==> config.mk <==
export PLATFORM = sky130hd
export DESIGN_NAME = butterfly_pipe_flat
export DESIGN_NICKNAME = d
export VERILOG_FILES = /design/src/rtl/butterfly_pipe_if.sv /design/src/rtl/butterfly_pipe.sv /design/src/flat_wrapper.sv
export SDC_FILE = /design/constraint.sdc
export NUM_CORES = 2
export LEC_CHECK = 0
export ABC_AREA = 1
export CAP_MARGIN = 20
export CORE_MARGIN = 3
export CORE_UTILIZATION = 59
export DETAILED_ROUTE_END_ITERATION = 10
export GPL_TIMING_DRIVEN = 0
export PLACE_DENSITY_LB_ADDON = 0.1
export SYNTH_ARGS = -nofsm -noshare
export SYNTH_HDL_FRONTEND = slang
export SYNTH_SLANG_ARGS = --single-unit
export TNS_END_PERCENT = 100
==> constraint.sdc <==
create_clock -name clk -period 7.2 [get_ports clk]
set_clock_uncertainty 0.15 [all_clocks]
set_input_delay 1.08 -clock clk [delete_from_list [all_inputs] [get_ports clk]]
set_output_delay 1.08 -clock clk [all_outputs]
set_load 0.005 [all_outputs]
==> src/rtl/butterfly_pipe_if.sv <==
// Signal bundle for butterfly_pipe: operands, twiddle, metadata, results and overflow control.
// Handshake: x_nd qualifies xa/xb/w/scale/m_in on the same clk edge; y_nd qualifies ya/yb/m_out; no back-pressure exists.
interface butterfly_pipe_if #(
    parameter int DWIDTH = 16,
    parameter int TWIDTH = 16,
    parameter int MWIDTH = 1
) ();
    logic [MWIDTH-1:0]   m_in;
    logic [MWIDTH-1:0]   m_out;
    logic [2*TWIDTH-1:0] w;
    logic [2*DWIDTH-1:0] xa;
    logic [2*DWIDTH-1:0] xb;
    logic                x_nd;
    logic                scale;
    logic [2*DWIDTH-1:0] ya;
    logic [2*DWIDTH-1:0] yb;
    logic                y_nd;
    logic                ovf;
    logic                ovf_clr;

    modport master (
        output m_in, w, xa, xb, x_nd, scale, ovf_clr,
        input  m_out, ya, yb, y_nd, ovf
    );

    modport slave (
        input  m_in, w, xa, xb, x_nd, scale, ovf_clr,
        output m_out, ya, yb, y_nd, ovf
    );
endinterface

==> src/rtl/butterfly_pipe.sv <==
// Pipelined radix-2 butterfly: ya = xa + w*xb, yb = xa - w*xb, latency MULT_STAGES+2.
// Define BUTTERFLY_PIPE_SAT_EN to clamp overflowed components instead of wrapping them.
module butterfly_pipe #(
    parameter int DWIDTH      = 16,
    parameter int TWIDTH      = 16,
    parameter int MWIDTH      = 1,
    parameter int MULT_STAGES = 2
) (
    input logic           clk,
    input logic           rst_n,
    butterfly_pipe_if.slave bus
);
    localparam int PW = DWIDTH + TWIDTH + 1;
    localparam int SW = DWIDTH + 2;
    localparam int L  = MULT_STAGES - 1;
    localparam logic signed [SW-1:0] MAXV = {3'b000, {(DWIDTH-1){1'b1}}};
    localparam logic signed [SW-1:0] MINV = {3'b111, {(DWIDTH-1){1'b0}}};

    // Input register stage
    logic signed [DWIDTH-1:0] r_xa_re, r_xa_im, r_xb_re, r_xb_im;
    logic signed [TWIDTH-1:0] r_w_re, r_w_im;
    logic                     r_in_scale;
    logic                     r_in_vld;
    logic [MWIDTH-1:0]        r_in_m;

    always_ff @(posedge clk) begin
        if (!rst_n) begin
            r_in_vld <= 1'b0;
        end else begin
            r_in_vld <= bus.x_nd;
        end
    end

    always_ff @(posedge clk) begin
        r_xa_re    <= bus.xa[2*DWIDTH-1:DWIDTH];
        r_xa_im    <= bus.xa[DWIDTH-1:0];
        r_xb_re    <= bus.xb[2*DWIDTH-1:DWIDTH];
        r_xb_im    <= bus.xb[DWIDTH-1:0];
        r_w_re     <= bus.w[2*TWIDTH-1:TWIDTH];
        r_w_im     <= bus.w[TWIDTH-1:0];
        r_in_scale <= bus.scale;
        r_in_m     <= bus.m_in;
    end

    // Full-precision complex product; after the Q1.(TWIDTH-1) shift it needs only DWIDTH+2 bits.
    logic signed [PW-1:0] w_rr, w_ii, w_ri, w_ir, w_pr_full, w_pi_full;
    logic signed [SW-1:0] w_pr, w_pi;

    assign w_rr      = PW'(r_xb_re) * PW'(r_w_re);
    assign w_ii      = PW'(r_xb_im) * PW'(r_w_im);
    assign w_ri      = PW'(r_xb_re) * PW'(r_w_im);
    assign w_ir      = PW'(r_xb_im) * PW'(r_w_re);
    assign w_pr_full = w_rr - w_ii;
    assign w_pi_full = w_ri + w_ir;
    assign w_pr      = SW'(w_pr_full >>> (TWIDTH-1));
    assign w_pi      = SW'(w_pi_full >>> (TWIDTH-1));

    // Multiplier register chain with xa, scale and metadata travelling alongside
    logic signed [SW-1:0]     r_pr_d    [MULT_STAGES];
    logic signed [SW-1:0]     r_pi_d    [MULT_STAGES];
    logic signed [DWIDTH-1:0] r_xa_re_d [MULT_STAGES];
    logic signed [DWIDTH-1:0] r_xa_im_d [MULT_STAGES];
    logic                     r_scale_d [MULT_STAGES];
    logic [MWIDTH-1:0]        r_m_d     [MULT_STAGES];
    logic                     r_vld_d   [MULT_STAGES];

    always_ff @(posedge clk) begin
        if (!rst_n) begin
            for (int i = 0; i < MULT_STAGES; i++) begin
                r_vld_d[i] <= 1'b0;
            end
        end else begin
            r_vld_d[0] <= r_in_vld;
            for (int i = 1; i < MULT_STAGES; i++) begin
                r_vld_d[i] <= r_vld_d[i-1];
            end
        end
    end

    always_ff @(posedge clk) begin
        r_pr_d[0]    <= w_pr;
        r_pi_d[0]    <= w_pi;
        r_xa_re_d[0] <= r_xa_re;
        r_xa_im_d[0] <= r_xa_im;
        r_scale_d[0] <= r_in_scale;
        r_m_d[0]     <= r_in_m;
        for (int i = 1; i < MULT_STAGES; i++) begin
            r_pr_d[i]    <= r_pr_d[i-1];
            r_pi_d[i]    <= r_pi_d[i-1];
            r_xa_re_d[i] <= r_xa_re_d[i-1];
            r_xa_im_d[i] <= r_xa_im_d[i-1];
            r_scale_d[i] <= r_scale_d[i-1];
            r_m_d[i]     <= r_m_d[i-1];
        end
    end

    // Add/sub stage; component order is ya_re, ya_im, yb_re, yb_im
    logic signed [SW-1:0] w_xa_re, w_xa_im;
    logic signed [SW-1:0] w_sum [4];
    logic signed [SW-1:0] w_scl [4];
    logic signed [SW-1:0] r_s   [4];
    logic                 r_a_vld;
    logic [MWIDTH-1:0]    r_a_m;

    assign w_xa_re = SW'(r_xa_re_d[L]);
    assign w_xa_im = SW'(r_xa_im_d[L]);

    always_comb begin
        w_sum[0] = w_xa_re + r_pr_d[L];
        w_sum[1] = w_xa_im + r_pi_d[L];
        w_sum[2] = w_xa_re - r_pr_d[L];
        w_sum[3] = w_xa_im - r_pi_d[L];
        for (int k = 0; k < 4; k++) begin
            w_scl[k] = r_scale_d[L] ? (w_sum[k] >>> 1) : w_sum[k];
        end
    end

    always_ff @(posedge clk) begin
        if (!rst_n) begin
            r_a_vld <= 1'b0;
        end else begin
            r_a_vld <= r_vld_d[L];
        end
    end

    always_ff @(posedge clk) begin
        for (int k = 0; k < 4; k++) begin
            r_s[k] <= w_scl[k];
        end
        r_a_m <= r_m_d[L];
    end

    // Range check and final narrowing to DWIDTH bits
    logic [3:0]        w_hit;
    logic [DWIDTH-1:0] w_fin [4];

    always_comb begin
        for (int k = 0; k < 4; k++) begin
            w_hit[k] = (r_s[k] > MAXV) || (r_s[k] < MINV);
`ifdef BUTTERFLY_PIPE_SAT_EN
            if (r_s[k] > MAXV) begin
                w_fin[k] = {1'b0, {(DWIDTH-1){1'b1}}};
            end else if (r_s[k] < MINV) begin
                w_fin[k] = {1'b1, {(DWIDTH-1){1'b0}}};
            end else begin
                w_fin[k] = r_s[k][DWIDTH-1:0];
            end
`else
            w_fin[k] = r_s[k][DWIDTH-1:0];
`endif
        end
    end

    // Output stage: results hold between valid samples; ovf set wins over clear
    logic [2*DWIDTH-1:0] r_ya, r_yb;
    logic [MWIDTH-1:0]   r_m_out;
    logic                r_y_nd;
    logic                r_ovf;

    always_ff @(posedge clk) begin
        if (!rst_n) begin
            r_y_nd  <= 1'b0;
            r_ya    <= '0;
            r_yb    <= '0;
            r_m_out <= '0;
            r_ovf   <= 1'b0;
        end else begin
            r_y_nd <= r_a_vld;
            if (r_a_vld) begin
                r_ya    <= {w_fin[0], w_fin[1]};
                r_yb    <= {w_fin[2], w_fin[3]};
                r_m_out <= r_a_m;
            end
            if (r_a_vld && (|w_hit)) begin
                r_ovf <= 1'b1;
            end else if (bus.ovf_clr) begin
                r_ovf <= 1'b0;
            end
        end
    end

    assign bus.ya    = r_ya;
    assign bus.yb    = r_yb;
    assign bus.m_out = r_m_out;
    assign bus.y_nd  = r_y_nd;
    assign bus.ovf   = r_ovf;
endmodule

==> src/flat_wrapper.sv <==
// flat-port wrapper written by rule: the top's interface ports become plain ports
module butterfly_pipe_flat 
#(
    parameter int DWIDTH      = 16,
    parameter int TWIDTH      = 16,
    parameter int MWIDTH      = 1,
    parameter int MULT_STAGES = 2
)
  (clk, rst_n, bus_m_in, bus_w, bus_xa, bus_xb, bus_x_nd, bus_scale, bus_ovf_clr, bus_m_out, bus_ya, bus_yb, bus_y_nd, bus_ovf);
  butterfly_pipe_if #(.DWIDTH(DWIDTH), .TWIDTH(TWIDTH), .MWIDTH(MWIDTH)) bus_i ();
  input logic clk;
  input logic rst_n;
  input wire logic [$bits(bus_i.m_in)-1:0] bus_m_in;
  input wire logic [$bits(bus_i.w)-1:0] bus_w;
  input wire logic [$bits(bus_i.xa)-1:0] bus_xa;
  input wire logic [$bits(bus_i.xb)-1:0] bus_xb;
  input wire logic [$bits(bus_i.x_nd)-1:0] bus_x_nd;
  input wire logic [$bits(bus_i.scale)-1:0] bus_scale;
  input wire logic [$bits(bus_i.ovf_clr)-1:0] bus_ovf_clr;
  output wire logic [$bits(bus_i.m_out)-1:0] bus_m_out;
  output wire logic [$bits(bus_i.ya)-1:0] bus_ya;
  output wire logic [$bits(bus_i.yb)-1:0] bus_yb;
  output wire logic [$bits(bus_i.y_nd)-1:0] bus_y_nd;
  output wire logic [$bits(bus_i.ovf)-1:0] bus_ovf;
  assign bus_i.m_in = bus_m_in;
  assign bus_i.w = bus_w;
  assign bus_i.xa = bus_xa;
  assign bus_i.xb = bus_xb;
  assign bus_i.x_nd = bus_x_nd;
  assign bus_i.scale = bus_scale;
  assign bus_i.ovf_clr = bus_ovf_clr;
  assign bus_m_out = bus_i.m_out;
  assign bus_ya = bus_i.ya;
  assign bus_yb = bus_i.yb;
  assign bus_y_nd = bus_i.y_nd;
  assign bus_ovf = bus_i.ovf;
  butterfly_pipe #(.DWIDTH(DWIDTH), .TWIDTH(TWIDTH), .MWIDTH(MWIDTH), .MULT_STAGES(MULT_STAGES)) u_core (.clk(clk), .rst_n(rst_n), .bus(bus_i));
endmodule
==> results_dict.tcl <==
set metrics [dict create \
    tightest_slew_ns 0.888 \
    synth-seq-cells 382 \
    worstSkewPairLatency_ns 0.64 \
    drive_gt1_share_pct 13.8 \
    syn_to_final_growth_pct 18.9 \
    hp-class "register to register" \
    final_common_cell "inv_1" \
    cts_tree "yes" \
    track_usage_pct 42.4 \
    portBuffers 168 \
    post-route-min-period_ns 7.50 \
    synthFlopType "dfxtp_1" \
    syn_area_um2 58900 \
    vias 53300 \
    cts_max_path_buffers 3 \
    final-hold-violation-count 0 \
    dp_hpwl_mm 174 \
    die_y_um 322 \
    failed_checks "negative setup slack" \
    final_antenna_net_count 0 \
    critical_path_required_ns 7.56 \
    first_pass_iters 9 \
    rows 115 \
    die_area_um2 104000 \
    worst_setup_path_end_kind "register" \
    met3_usage_pct 12.8 \
    cp_common_cell "fa_1" \
    use_met1_pct 53.4 \
    synth_cells 7635 \
    grt_util_met2_pct 63.5 \
    remaining_drc_errors 0 \
    clock-root-buffer "clkbuf_16" \
    cts-hold-fix-buffers 0 \
    yosysSeqAreaShare_pct 13.0 \
    fin_crit_sh_pct 104 \
    cpPeakStageDelay_ns 0.60 \
    viasPerCell 5.73 \
    max_clock_freq_mhz 133 \
    critPathMaxFanout 6 \
    drtIter0Drc 5556 \
    dp_cells 9091 \
    drv_slew 0 \
    setup_violations 11 \
    syn_nets 9247 \
    layout_common_cells "1984 x inv_1, 1636 x nand2_1, 1028 x fa_1" \
    rsz0062_at_grt "true" \
    antenna_found_initial 6 \
    cp_slowest_cell "fa_1" \
    coreArea_um2 98700 \
    grt_overflow 0 \
    grt_pass1_vias 53900 \
    maxCapViolCount 0 \
    grt_pass1_wl_mm 325 \
    ys_warn_count 0 \
    critPathLaunchType "register" \
    avgRoutedWirePerCell_um 23.8 \
    max-slew-margin-rel_pct 40.7 \
    synth-edff-count 0 \
    async_flop_share_pct 0 \
    clock-sinks 382 \
    avgSynthCellArea_um2 7.71 \
    instances_no_fill 9296 \
    cts_made_buffers 42 \
    worstSetupPathType "register to register" \
    h-tree-depth 2 \
    final_nets 9584 \
    grt.busiest_layer "met2" \
    outcome "finished, violations left" \
    grt_max_degree 16 \
    fill_cells 7666 \
    pin_count 169 \
    initial_core_util_pct 59.7 \
    yosysUniqueCellTypes 48 \
    worstPathArrival_ns 7.86 \
    path_clk_slew_ns 0.08 \
    wl_mm 221 \
    fp.dieW_um 322 \
    gp_congestion 1.07 \
    postLayoutSetupSlackWorst_ns -0.304 \
]
==> Yosys cell counts, types with 28 or more instances <==
library cell	instances	area share (%)
nand3_1	266	2.3
xnor2_1	57	0.85
nor2_1	457	2.9
xor2_1	111	1.7
clkbuf_1	216	1.4
inv_1	2023	13
a21o_1	28	0.36
dfxtp_1	382	13
o21ai_0	243	2.1
ha_1	458	9.7
a21oi_1	271	2.3
fa_1	1052	36
nand2_1	1724	11
nand4_1	67	0.71
nor3_1	44	0.37
==> worst max-delay path, delay by kind of cell (launching register included) <==
kind,cells,cell delay [ns]
DFF,1,0.50
buffers and inverters,4,0.67
and+or+nand+nor,5,0.69
xor gates and xnor gates,2,0.64
AOI/OAI and AO/OA,6,1.02
adders and majority gates,8,3.70
==> layer usage <==
metal  vias to the layer above  wire, um
met5                         -        45
met4                         2     19300
li1                      23100         -
met2                      3431     94600
met1                     25800     80900
met3                       982     26400
==> state kept, by name, summed over array words and instances, names as in the netlist, 2 cells and up <==
register,cells
u_core.r_pi_d,36
u_core.r_s,72
u_core.bus.ya,32
u_core.r_scale_d,2
u_core.r_xa_im,16
u_core.r_vld_d,2
u_core.r_xa_im_d,32
u_core.r_w_re,16
u_core.r_w_im,16
u_core.bus.yb,32
u_core.r_xb_im,16
u_core.r_m_d,2
u_core.r_xa_re,16
u_core.r_xb_re,16
u_core.r_pr_d,36
u_core.r_xa_re_d,32
==> per-stage QoR <==
stage | hold WS [ns] | worst slack (ns) | util, % | setup TNS [ns] | area, um2
detailed placement | 0.162 | -1.73 | 63.0 | -43.11 | 62200
global route | 0.175 | -0.365 | 70.9 | -4.53 | 70000
finish | 0.165 | -0.304 | 70.9 | -2.01 | 70000
floorplan | 0.160 | 0.530 | - | 0 | 58900
global placement | 0.161 | -1.65 | 63.0 | -41.25 | 62200
CTS | 0.167 | -0.0336 | 68.0 | -0.0836 | 67200
==> repair_timing <==
item | in CTS | in global routing
buffers inserted | 59 | 65
resized for setup | 842 | 643
pin swaps | 89 | 143
setup endpoints to repair | 36 | 36
cloned | 1 | 0
==> path summary, 6_finish.rpt <==
kind | from | cells past startpoint | slack (ns) | to
setup / recovery | u_core.r_xb_im[15] | 25 | -0.30 | u_core.r_pr_d[0][14]
hold / removal | u_core.r_xa_re[5] | 0 | 0.17 | u_core.r_xa_re_d[0][5]
setup reg to reg | u_core.r_xb_im[15] | 25 | -0.30 | u_core.r_pr_d[0][14]
hold reg to reg | u_core.r_xa_re[5] | 0 | 0.17 | u_core.r_xa_re_d[0][5]
==> cell type report <==
cell class	count	area, um2	area share, %
inverters	2031	7650	10.9
multi-input cells	4976	46300	66.1
repair buffers	294	2740	3.91
diodes	8	20.0	0.0286
clock buffers	52	1130	1.61
flip-flops and latches	382	7770	11.1
plain buffers	245	2580	3.68
clock inverters	21	259	0.370
well taps	1287	1610	2.30
==> cell families (layout without fill, tap and decap cells) <==
logic type	Yosys count	after routing	share of synthesized area, %
AND/OR/NAND/NOR	2630	2630	18.1
other	0	8	0
AO/OA/AOI/OAI	663	663	6.24
XOR/XNOR	168	168	2.50
buffers and inverters	2277	2643	14.6
flip-flops	382	382	13.0
multiplexers	5	5	0.0850
adder cells (fa/ha/maj)	1510	1510	45.5
Power is left out: the tool's default activity adds up to more than one toggle a clock period on the data nets, which glitch-free logic cannot reach.
